File: src/rtl/pam8_rx_demod.sv
`default_nettype none
// ============================================================================
// Module   : pam8_rx_demod
// Purpose  : PAM-8 receiver demodulator for 4x-oversampled shaped samples.
//            Acquisition picks the sampling phase with the largest summed
//            magnitude over ACQ_SYMS symbols. Tracking then slices one
//            sample per symbol on that phase into {-7..7 odd} plus an error.
// Ports    : clk        rising-edge clock
//            nrst       asynchronous active-low reset
//            sample_in  signed 16-bit input samples
//            in_valid   sample_in valid strobe
//            restart    one-cycle pulse that forces re-acquisition
//            sym        signed decided symbol
//            sym_err    signed error, sample minus sym*UNIT (17 bit)
//            sym_valid  one-cycle strobe for sym/sym_err
//            locked     high while tracking
//            sel_phase  sampling phase chosen by acquisition
// Revision : 1.0 - initial release
// ============================================================================
module pam8_rx_demod #(
  parameter int UNIT     = 274,
  parameter int ACQ_SYMS = 64
) (
  input  logic               clk,
  input  logic               nrst,
  input  logic signed [15:0] sample_in,
  input  logic               in_valid,
  input  logic               restart,
  output logic signed [3:0]  sym,
  output logic signed [16:0] sym_err,
  output logic               sym_valid,
  output logic               locked,
  output logic [1:0]         sel_phase
);

  typedef enum logic [1:0] {
    ST_ACQ    = 2'd0,
    ST_DECIDE = 2'd1,
    ST_TRACK  = 2'd2
  } state_t;

  localparam logic [7:0]         LAST_SYM = 8'(ACQ_SYMS - 1);
  localparam logic signed [16:0] T2 = 17'(2 * UNIT);
  localparam logic signed [16:0] T4 = 17'(4 * UNIT);
  localparam logic signed [16:0] T6 = 17'(6 * UNIT);
  localparam logic signed [16:0] L1 = 17'(UNIT);
  localparam logic signed [16:0] L3 = 17'(3 * UNIT);
  localparam logic signed [16:0] L5 = 17'(5 * UNIT);
  localparam logic signed [16:0] L7 = 17'(7 * UNIT);

  state_t             state;
  logic [1:0]         phase;
  logic [7:0]         sym_cnt;
  logic [24:0]        energy [4];
  logic signed [15:0] s1_x;
  logic               s1_valid;

  // |sample_in| in 17 bits so that -32768 maps to 32768 without overflow.
  logic [16:0] mag;
  always_comb begin
    mag = {1'b0, sample_in};
    if (sample_in[15]) mag = ~{1'b1, sample_in} + 17'd1;
  end

  // Largest accumulator; strict compare keeps the lowest index on ties.
  logic [1:0]  best_idx;
  logic [24:0] best_val;
  always_comb begin
    best_idx = 2'd0;
    best_val = energy[0];
    for (int i = 1; i < 4; i++) begin
      if (energy[i] > best_val) begin
        best_val = energy[i];
        best_idx = 2'(i);
      end
    end
  end

  // Slicer on the stage-1 sample; thresholds decide upward when x >= T.
  logic signed [16:0] x_ext;
  logic signed [3:0]  dec;
  logic signed [16:0] lvl;
  always_comb begin
    x_ext = {s1_x[15], s1_x};
    if      (x_ext >=  T6) begin dec =  4'sd7; lvl =  L7; end
    else if (x_ext >=  T4) begin dec =  4'sd5; lvl =  L5; end
    else if (x_ext >=  T2) begin dec =  4'sd3; lvl =  L3; end
    else if (x_ext >= 17'sd0) begin dec = 4'sd1; lvl = L1; end
    else if (x_ext >= -T2) begin dec = -4'sd1; lvl = -L1; end
    else if (x_ext >= -T4) begin dec = -4'sd3; lvl = -L3; end
    else if (x_ext >= -T6) begin dec = -4'sd5; lvl = -L5; end
    else                   begin dec = -4'sd7; lvl = -L7; end
  end

  always_ff @(posedge clk or negedge nrst) begin
    if (!nrst) begin
      state     <= ST_ACQ;
      phase     <= 2'd0;
      sym_cnt   <= 8'd0;
      for (int i = 0; i < 4; i++) energy[i] <= 25'd0;
      s1_x      <= 16'sd0;
      s1_valid  <= 1'b0;
      sym       <= 4'sd0;
      sym_err   <= 17'sd0;
      sym_valid <= 1'b0;
      locked    <= 1'b0;
      sel_phase <= 2'd0;
    end else if (restart) begin
      // Drops the current sample and any stage-1 sample still in flight.
      state     <= ST_ACQ;
      phase     <= 2'd0;
      sym_cnt   <= 8'd0;
      for (int i = 0; i < 4; i++) energy[i] <= 25'd0;
      s1_valid  <= 1'b0;
      sym_valid <= 1'b0;
      locked    <= 1'b0;
    end else begin
      if (in_valid) phase <= phase + 2'd1;

      sym_valid <= s1_valid;
      if (s1_valid) begin
        sym     <= dec;
        sym_err <= x_ext - lvl;
      end

      s1_valid <= 1'b0;
      case (state)
        ST_ACQ: begin
          if (in_valid) begin
            energy[phase] <= energy[phase] + {8'd0, mag};
            if (phase == 2'd3) begin
              if (sym_cnt == LAST_SYM) begin
                sym_cnt <= 8'd0;
                state   <= ST_DECIDE;
              end else begin
                sym_cnt <= sym_cnt + 8'd1;
              end
            end
          end
        end
        ST_DECIDE: begin
          sel_phase <= best_idx;
          locked    <= 1'b1;
          state     <= ST_TRACK;
        end
        ST_TRACK: begin
          if (in_valid && (phase == sel_phase)) begin
            s1_x     <= sample_in;
            s1_valid <= 1'b1;
          end
        end
        default: state <= ST_ACQ;
      endcase
    end
  end

endmodule
`default_nettype wire

File: config.mk
export PLATFORM = sky130hd
export DESIGN_NAME = pam8_rx_demod
export DESIGN_NICKNAME = d
export VERILOG_FILES = /design/src/rtl/pam8_rx_demod.sv
export SDC_FILE = /design/constraint.sdc
export NUM_CORES = 1
export LEC_CHECK = 0
export ABC_AREA = 1
export ABC_CLOCK_PERIOD_IN_PS = 12500
export BUFFER_PORTS_ARGS = -buffer_cell sky130_fd_sc_hd__buf_4
export CAP_MARGIN = 20
export CORE_MARGIN = 2
export CORE_UTILIZATION = 62
export CTS_CLUSTER_DIAMETER = 50
export DETAILED_ROUTE_END_ITERATION = 8
export PLACE_DENSITY = 0.8
export SYNTH_ARGS = -nofsm -noshare
export SYNTH_HDL_FRONTEND = slang
export SYNTH_SLANG_ARGS = --single-unit
File: constraint.sdc
create_clock -name clk -period 12.5 [get_ports clk]
set_clock_uncertainty 0.05 [all_clocks]
set_input_delay 0.625 -clock clk [delete_from_list [all_inputs] [get_ports clk]]
set_output_delay 0.625 -clock clk [all_outputs]
set_load 0.02 [all_outputs]
==> flow_summary_export.csv, run 1 <==
group,metric,value,unit
route,via_per_inst,5.99,
yosys,synth_top_area_cell,"dfrtp_1",
power_and_ir_drop,leakage,6.91,nW
yosys,async_reset_ff_share,100,%
clock_network,htreeDepth,4,
yosys,synth_flop_cell,"dfrtp_1",
cells_and_area,drive_gt1_share,8.12,%
worst_setup_path,critPathArrivalTime,7.10,ns
yosys,yosys_warnings,0,
route,first_iter_violations,1368,
power_and_ir_drop,cellPowerDensity,168,mW/mm²
yosys,synth_nets,1850,
floorplanning,die_area,0.0205,mm²
timing,fmax,0.146,GHz
timing,rsz0062_at_grt,"no",
worst_setup_path,crit_type,"reg -> reg",
floorplanning,row_count,50,
clock_network,clkTransAtPathRegs,0.07,ns
global_routing,grt.total_usage,37.9,%
cells_and_area,n_antenna_cell,0,
worst_setup_path,end_kind,"register",
yosys,yosysMostFrequentCell,"nand2_1",
worst_setup_path,critPathLaunchType,"register",
clock_network,tritoncts,"done",
route,routedWlPerCell,18.7,µm
timing,final_max_slew_viol_count,0,
flow_run,timing.max_cap.violations,0,
global_routing,grt_pass1_wl,59.9,mm
yosys,yosysTopAreaCellShare,32.0,%
worst_setup_path,crit_slowest_cell,"nor4b_1",
global_routing,antenna_found_initial,0,
floorplanning,start_util,63.7,%
outcome,outcome,"finished, final reports clean",
cells_and_area,syn_to_final_growth,9.22,%
yosys,synthDistinctLibCells,52,
worst_setup_path,crit_chain,"ha_1 > nand2_1 > nor2_2 > nand4_2 > nor2_4 > nand4_4 > nand2_4 > nand2_1 > and2_1 > ha_1 > nand2_1 > nor4_1 > nand4_1 > nand2_1 > inv_1 > nand2_1 > nand2_1 > ha_1 > nand2_1 > nor2_1 > nor4b_1 > nand3_1 > a21oi_1 > a21boi_0",
worst_setup_path,path_delay_family,"simple AND/OR/NAND/NOR gates",
clock_network,clock-sinks,154,
yosys,synth_area,0.0120,mm²
yosys,ys_top_cells_by_count,"nand2_1, inv_1, nand3_1, dfrtp_1, o21ai_0",
floorplanning,io_pins,45,
min_path,min_path_type,"in -> async",
worst_setup_path,slowest_delay,0.85,ns
placed_design,globalplace.congestion,1.01,
worst_setup_path,critPathMaxFanout,25,
clock_network,insertion_delay,0.45,ns
clock_network,cts_buffers,17,
worst_setup_path,cp_num_buf_inv,1,
floorplanning,die_h,143,µm
power_and_ir_drop,ir_drop,0.138,mV
timing,post-route-min-period,6.84,ns
timing,relSlewSlack,32.4,%
yosys,synthCells,1716,
placed_design,dpl.hpwl,27.2,mm
clock_network,post_cts_resized,0,
timing,setup_viol,0,
timing,setup_tns,0,ns
clock_network,post_cts_buffers,0,
route,first_pass_iters,7,
clock_network,clock_path_buffers,2,
route,wl,37.6,mm
cells_and_area,layout.nets,1870,
route,antenna_left,0,
yosys,synth_seq_cells,154,
global_routing,grt_pass1_vias,11500,
cells_and_area,final_util,69.6,%
timing,finalCritPeriodShare,54.7,%
yosys,syn_area_per_cell,7.02,µm²
global_routing,grt_max_degree,84,
placed_design,numPortBuffers,44,
cells_and_area,nFillCells,1627,
timing,tightest_slew,1.00,ns
clock_network,clockRootBuffer,"clkbuf_16",
route,vias,12000,
floorplanning,coreArea,0.0189,mm²
yosys,synthTopCellsByArea,"dfrtp_1, nand2_1, ha_1, nand3_1, inv_1",
timing,final_hold_viol_count,0,
clock_network,hold_buffers,0,
yosys,synth_edf_count,0,
route,drc,0,
worst_setup_path,reg2reg_slack,5.66,ns
timing,hold_ws,0.175,ns
worst_setup_path,crit_required,12.76,ns
floorplanning,die_w,143,µm
worst_setup_path,crit_top_cell,"nand2_1",
global_routing,grt.overflow.total,0,
yosys,synth-seq-area-share,32.0,%
==> metrics by stage <==
step / total power [mW] / cells / instance area [µm²] / setup slack (ns)
detailed placement: 1.59 / 1977 / 12500 / 6.07
global placement: 1.57 / 1976 / 12500 / 6.12
global route: 2.33 / 2009 / 13100 / 5.48
CTS: 2.17 / 2009 / 13100 / 5.97
finish: 2.21 / 2009 / 13100 / 5.66
floorplan: 1.30 / 1716 / 12000 / 8.31
==> cell families (layout without fill, tap and decap cells) <==
| kind of cell | count (synthesis) | count (layout) | share of synthesized area, % |
|---|---|---|---|
| flip-flops | 154 | 154 | 32.0 |
| AO/OA/AOI/OAI | 290 | 290 | 13.0 |
| other | 1 | 1 | 0.0311 |
| adder cells (fa/ha/maj) | 114 | 114 | 12.0 |
| XOR/XNOR | 32 | 32 | 2.33 |
| AND/OR/NAND/NOR | 877 | 877 | 32.1 |
| buffers and inverters | 248 | 281 | 8.57 |
==> worst register-to-register path, delay by kind of cell, from the launching register on <==
family,cells,cell delay (ns)
flip-flops,1,0.42
AO/OA/AOI/OAI,2,0.33
adder cells (fa/ha/maj),3,0.95
buffers and inverters,1,0.39
AND/OR/NAND/NOR,18,4.55
==> final cells by class <==
type / instances / area, µm² / share of cell area, %
clock inverters: 10 / 163 / 1.24
multi-input cells: 1314 / 7150 / 54.4
clock buffers: 22 / 484 / 3.68
inverters: 194 / 733 / 5.58
flip-flops and latches: 154 / 3850 / 29.3
repair buffers: 55 / 437 / 3.32
well taps: 260 / 325 / 2.47
==> cells in the final DEF, fill, tap and decap left out, types with 6 or more instances in the layout <==
cell | netlist | layout
a21o_1 | 7 | 7
a21oi_1 | 107 | 107
and2_1 | 26 | 26
buf_4 | 4 | 53
clkbuf_16 | 0 | 17
dfrtp_1 | 154 | 154
ha_1 | 112 | 112
inv_1 | 183 | 183
inv_2 | 10 | 10
nand2_1 | 518 | 518
nand2_2 | 13 | 13
nand3_1 | 161 | 161
nand3b_1 | 6 | 6
nand4_1 | 16 | 16
nor2_1 | 84 | 84
nor2_2 | 6 | 6
nor3_1 | 10 | 10
o21ai_0 | 114 | 114
o21ai_1 | 13 | 13
o22ai_1 | 25 | 25
or2_2 | 10 | 10
xnor2_1 | 11 | 11
xor2_1 | 21 | 21
==> where the power goes <==
group / internal, mW / switching, mW / leakage, nW / total [mW]
combinational: 0.328 / 0.757 / 4.47 / 1.09
sequential: 0.522 / 0.0203 / 2.13 / 0.542
clock: 0.356 / 0.224 / 0.313 / 0.580
total: 1.21 / 1.00 / 6.91 / 2.21
==> flip-flops by register name (all words and copies together), names as in the netlist <==
signal	cells
phase	2
sym	4
s1_x	16
sym_cnt	8
energy	100
s1_valid	1
state	2
sel_phase	2
sym_err	17
sym_valid	1
locked	1
==> metal layers <==
metal  vias to the layer above  wire (µm)  part of all wire (%)  global-route usage (%)
li1                       5698          -                     -                       -
met1                      5493      15300                    41                    48.5
met2                       677      16600                    44                    59.7
met3                       166       3450                   9.2                    7.70
met4                         0       2220                   5.9                    22.1
met5                         -          0                     0                       0
==> final timing paths <==
path / cells past startpoint / startpoint / endpoint
min in group clk: 3 / sample_in[14] / s1_x[14]
worst min-delay path: 1 / nrst / sym_err[13]
max in group asynchronous: 2 / nrst / energy[19]
worst max-delay path: 24 / energy[66] / sel_phase[1]
worst max register to register: 24 / energy[66] / sel_phase[1]
worst min register to register: 2 / sym_err[14] / sym_err[14]
(Power assumes the default switching activity.)
==> run 2, diff against run 1 <==
--- a/config.mk
+++ b/config.mk
@@ -6,14 +6,14 @@
 export NUM_CORES = 1
 export LEC_CHECK = 0
 export ABC_AREA = 1
-export ABC_CLOCK_PERIOD_IN_PS = 12500
+export ABC_CLOCK_PERIOD_IN_PS = 5750
 export BUFFER_PORTS_ARGS = -buffer_cell sky130_fd_sc_hd__buf_4
 export CAP_MARGIN = 20
 export CORE_MARGIN = 2
-export CORE_UTILIZATION = 62
+export CORE_UTILIZATION = 58
 export CTS_CLUSTER_DIAMETER = 50
 export DETAILED_ROUTE_END_ITERATION = 8
-export PLACE_DENSITY = 0.8
+export PLACE_DENSITY = 0.78
 export SYNTH_ARGS = -nofsm -noshare
 export SYNTH_HDL_FRONTEND = slang
 export SYNTH_SLANG_ARGS = --single-unit
==> constraint.sdc (replaced) <==
create_clock -name clk -period 5.75 [get_ports clk]
set_clock_uncertainty 0.05 [all_clocks]
set_input_delay 0.2875 -clock clk [delete_from_list [all_inputs] [get_ports clk]]
set_output_delay 0.2875 -clock clk [all_outputs]
set_load 0.02 [all_outputs]
==> run 2 against run 1 <==
  * Flip-flop and latch count is the same
  * Cell count grew 0.75%
  * Critical path depth grew 5
  * Global-route usage shrank 3.2 points
  * Design area grew 0.45%
  * Utilization shrank 4.5 points
  * Sequential share of layout area shrank 0.13 points
  * Sequential power grew 120%
  * Non-clock buffer count grew 5
  * Combinational power grew 120%
  * Largest power group unchanged
==> flow_summary_export.csv, run 2 (same netlist as run 1, synthesis figures left out) <==
group,metric,value,unit
route,first_iter_violations,1275,
power_and_ir_drop,cellPowerDensity,362,mW/mm²
cells_and_area,largest_register_ff_count,100,
timing,final_hold_viol_count,0,
clock_network,htreeDepth,4,
power_and_ir_drop,pwr-share-seq,24.7,%
worst_setup_path,crit_slowest_cell,"nor4_1",
worst_setup_path,reg2reg_depth,29,
route,routedWlPerCell,18.3,µm
clock_network,insertion_delay,0.44,ns
min_path,min_path_type,"in -> reg",
global_routing,grt.overflow.total,0,
worst_setup_path,critPathMaxFanout,29,
power_and_ir_drop,p_comb_share,49.4,%
worst_setup_path,worstReg2RegStart,"energy[74]",
power_and_ir_drop,power_switching_share,45.2,%
placed_design,numPortBuffers,44,
power_and_ir_drop,power_switching,2.16,mW
flow_run,timing.max_cap.violations,0,
clock_network,clock_path_buffers,2,
power_and_ir_drop,ir_drop,0.301,mV
clock_network,cts_buffers,17,
worst_setup_path,reg2reg_slack,0.37,ns
cells_and_area,regMostFlops,"energy",
timing,fmax,0.186,GHz
floorplanning,die_area,0.0219,mm²
worst_setup_path,critPathArrivalTime,5.64,ns
clock_network,post_cts_buffers,0,
clock_network,tritoncts,"done",
clock_network,clkTransAtPathRegs,0.07,ns
route,wl,37.1,mm
worst_setup_path,critPathLaunchType,"register",
worst_setup_path,end_kind,"register",
worst_setup_path,crit_required,6.01,ns
clock_network,clockRootBuffer,"clkbuf_16",
placed_design,globalplace.congestion,1.02,
floorplanning,die_w,148,µm
placed_design,place_worst_setup_slack,0.534,ns
timing,setup_viol,0,
route,antenna_left,0,
floorplanning,start_util,59.3,%
cells_and_area,nFillCells,1853,
cells_and_area,layout.nets,1875,
global_routing,grt_pass1_wl,59.7,mm
worst_setup_path,reg2reg_to,"sel_phase[1]",
timing,relSlewSlack,28.7,%
min_path,worstHoldStart,"sample_in[12]",
placed_design,dpl.hpwl,26.8,mm
floorplanning,coreArea,0.0203,mm²
global_routing,antenna_found_initial,0,
floorplanning,die_h,148,µm
timing,tightest_slew,1.07,ns
outcome,outcome,"finished, final reports clean",
worst_setup_path,slowest_delay,0.52,ns
timing,finalCritPeriodShare,93.6,%
timing,post-route-min-period,5.38,ns
worst_setup_path,crit_type,"reg -> reg",
timing,setup_ws,0.366,ns
worst_setup_path,crit_top_cell,"nand2_1",
floorplanning,row_count,52,
global_routing,grt.total_usage,34.7,%
timing,rsz0062_at_grt,"no",
min_path,whs_endpoint,"s1_x[12]",
power_and_ir_drop,p_int,2.62,mW
min_path,whs_path_depth,3,
route,first_pass_iters,6,
global_routing,grt_max_degree,89,
cells_and_area,drive_gt1_share,8.61,%
cells_and_area,reg_top3,"energy: 100 flops, sym_err: 17 flops, s1_x: 16 flops",
global_routing,grt_pass1_vias,11500,
cells_and_area,final_cell_mix,"nand2_1, inv_1, nand3_1",
power_and_ir_drop,clkPwrFrac,25.9,%
timing,final_max_slew_viol_count,0,
cells_and_area,final_common_cell,"nand2_1",
route,via_per_inst,5.89,
floorplanning,io_pins,45,
clock_network,clock-sinks,154,
cells_and_area,syn_to_final_growth,9.71,%
route,drc,0,
timing,setup_tns,0,ns
cells_and_area,n_antenna_cell,0,
route,vias,11900,
power_and_ir_drop,leakage,6.93,nW
[run 2: changes by cell type in the layout (fill, tap and decap cells not counted), sizes merged]
cell | previous run | this run
clkinv | 3 | 8
buf | 55 | 59
dlygate4sd3 | 0 | 1
clkbuf | 22 | 18
inv | 195 | 196
clkinvlp | 2 | 0
[run 2: per-stage QoR]
step | instance area, µm² | cells | hold WS, ns | utilization [%] | power, mW
3_3_place_gp | 12500 | 1989 | 0.355 | 61.7 | 3.40
5_1_grt | 13200 | 2024 | 0.0362 | 65.1 | 5.06
4_1_cts | 13200 | 2022 | 0.0226 | 64.8 | 4.68
6_report | 13200 | 2024 | 0.0294 | 65.1 | 4.78
2_1_floorplan | 12000 | 1716 | -0.0581 | - | 2.82
3_5_place_dp | 12500 | 1989 | 0.357 | 61.7 | 3.43
[run 2: power by group through the flow]
stage	registers (mW)	clock network, mW	logic (mW)
after floorplan	1.19	0	1.63
after global placement	1.20	0	2.21
after detailed placement	1.20	0	2.24
after CTS	1.18	1.24	2.26
after global routing	1.19	1.29	2.58
final	1.18	1.24	2.36
[run 2: cell type report]
| type | count | area (µm²) | area share, % |
|---|---|---|---|
| Clock inverter | 14 | 193 | 1.46 |
| Clock buffer | 18 | 439 | 3.33 |
| Tap cell | 270 | 338 | 2.56 |
| Inverter | 194 | 733 | 5.55 |
| Sequential cell | 154 | 3850 | 29.2 |
| Multi-Input combinational cell | 1314 | 7170 | 54.3 |
| Timing Repair Buffer | 60 | 484 | 3.67 |
[run 2: worst max path at each step]
stage                     from  slack, ns  cells after the start      endpoint
floorplan           energy[74]       1.56                     29  sel_phase[1]
global placement    energy[79]       0.68                     31  sel_phase[1]
detailed placement  energy[98]       0.53                     26  sel_phase[1]
CTS                 energy[98]       0.50                     26  sel_phase[1]
global route        energy[72]       0.02                     31  sel_phase[1]
finish              energy[74]       0.37                     29  sel_phase[1]
[run 2: worst max-delay path, delay by kind of cell, from the launching register on]
family / cells / cell delay (ns)
buf+inv: 3 / 0.80
compound gates: 2 / 0.26
simple gates: 21 / 2.86
fa+ha+maj: 3 / 0.84
flops: 1 / 0.41
[run 2: timing repair]
item | 4_1_cts | 5_1_grt
hold buffers | 1 | 0
endpoints found under the hold margin | 87 | 0
resized for setup | 0 | 1
endpoints found under the setup margin | 0 | 1
[run 2: layer usage]
| metal | global-route usage [%] | up-vias | share of wire [%] |
|---|---|---|---|
| met5 | 0 | - | 0 |
| met1 | 45.8 | 5552 | 43 |
| met4 | 17.3 | 0 | 4.9 |
| met3 | 6.93 | 132 | 8.6 |
| met2 | 54.6 | 546 | 44 |
| li1 | - | 5690 | - |
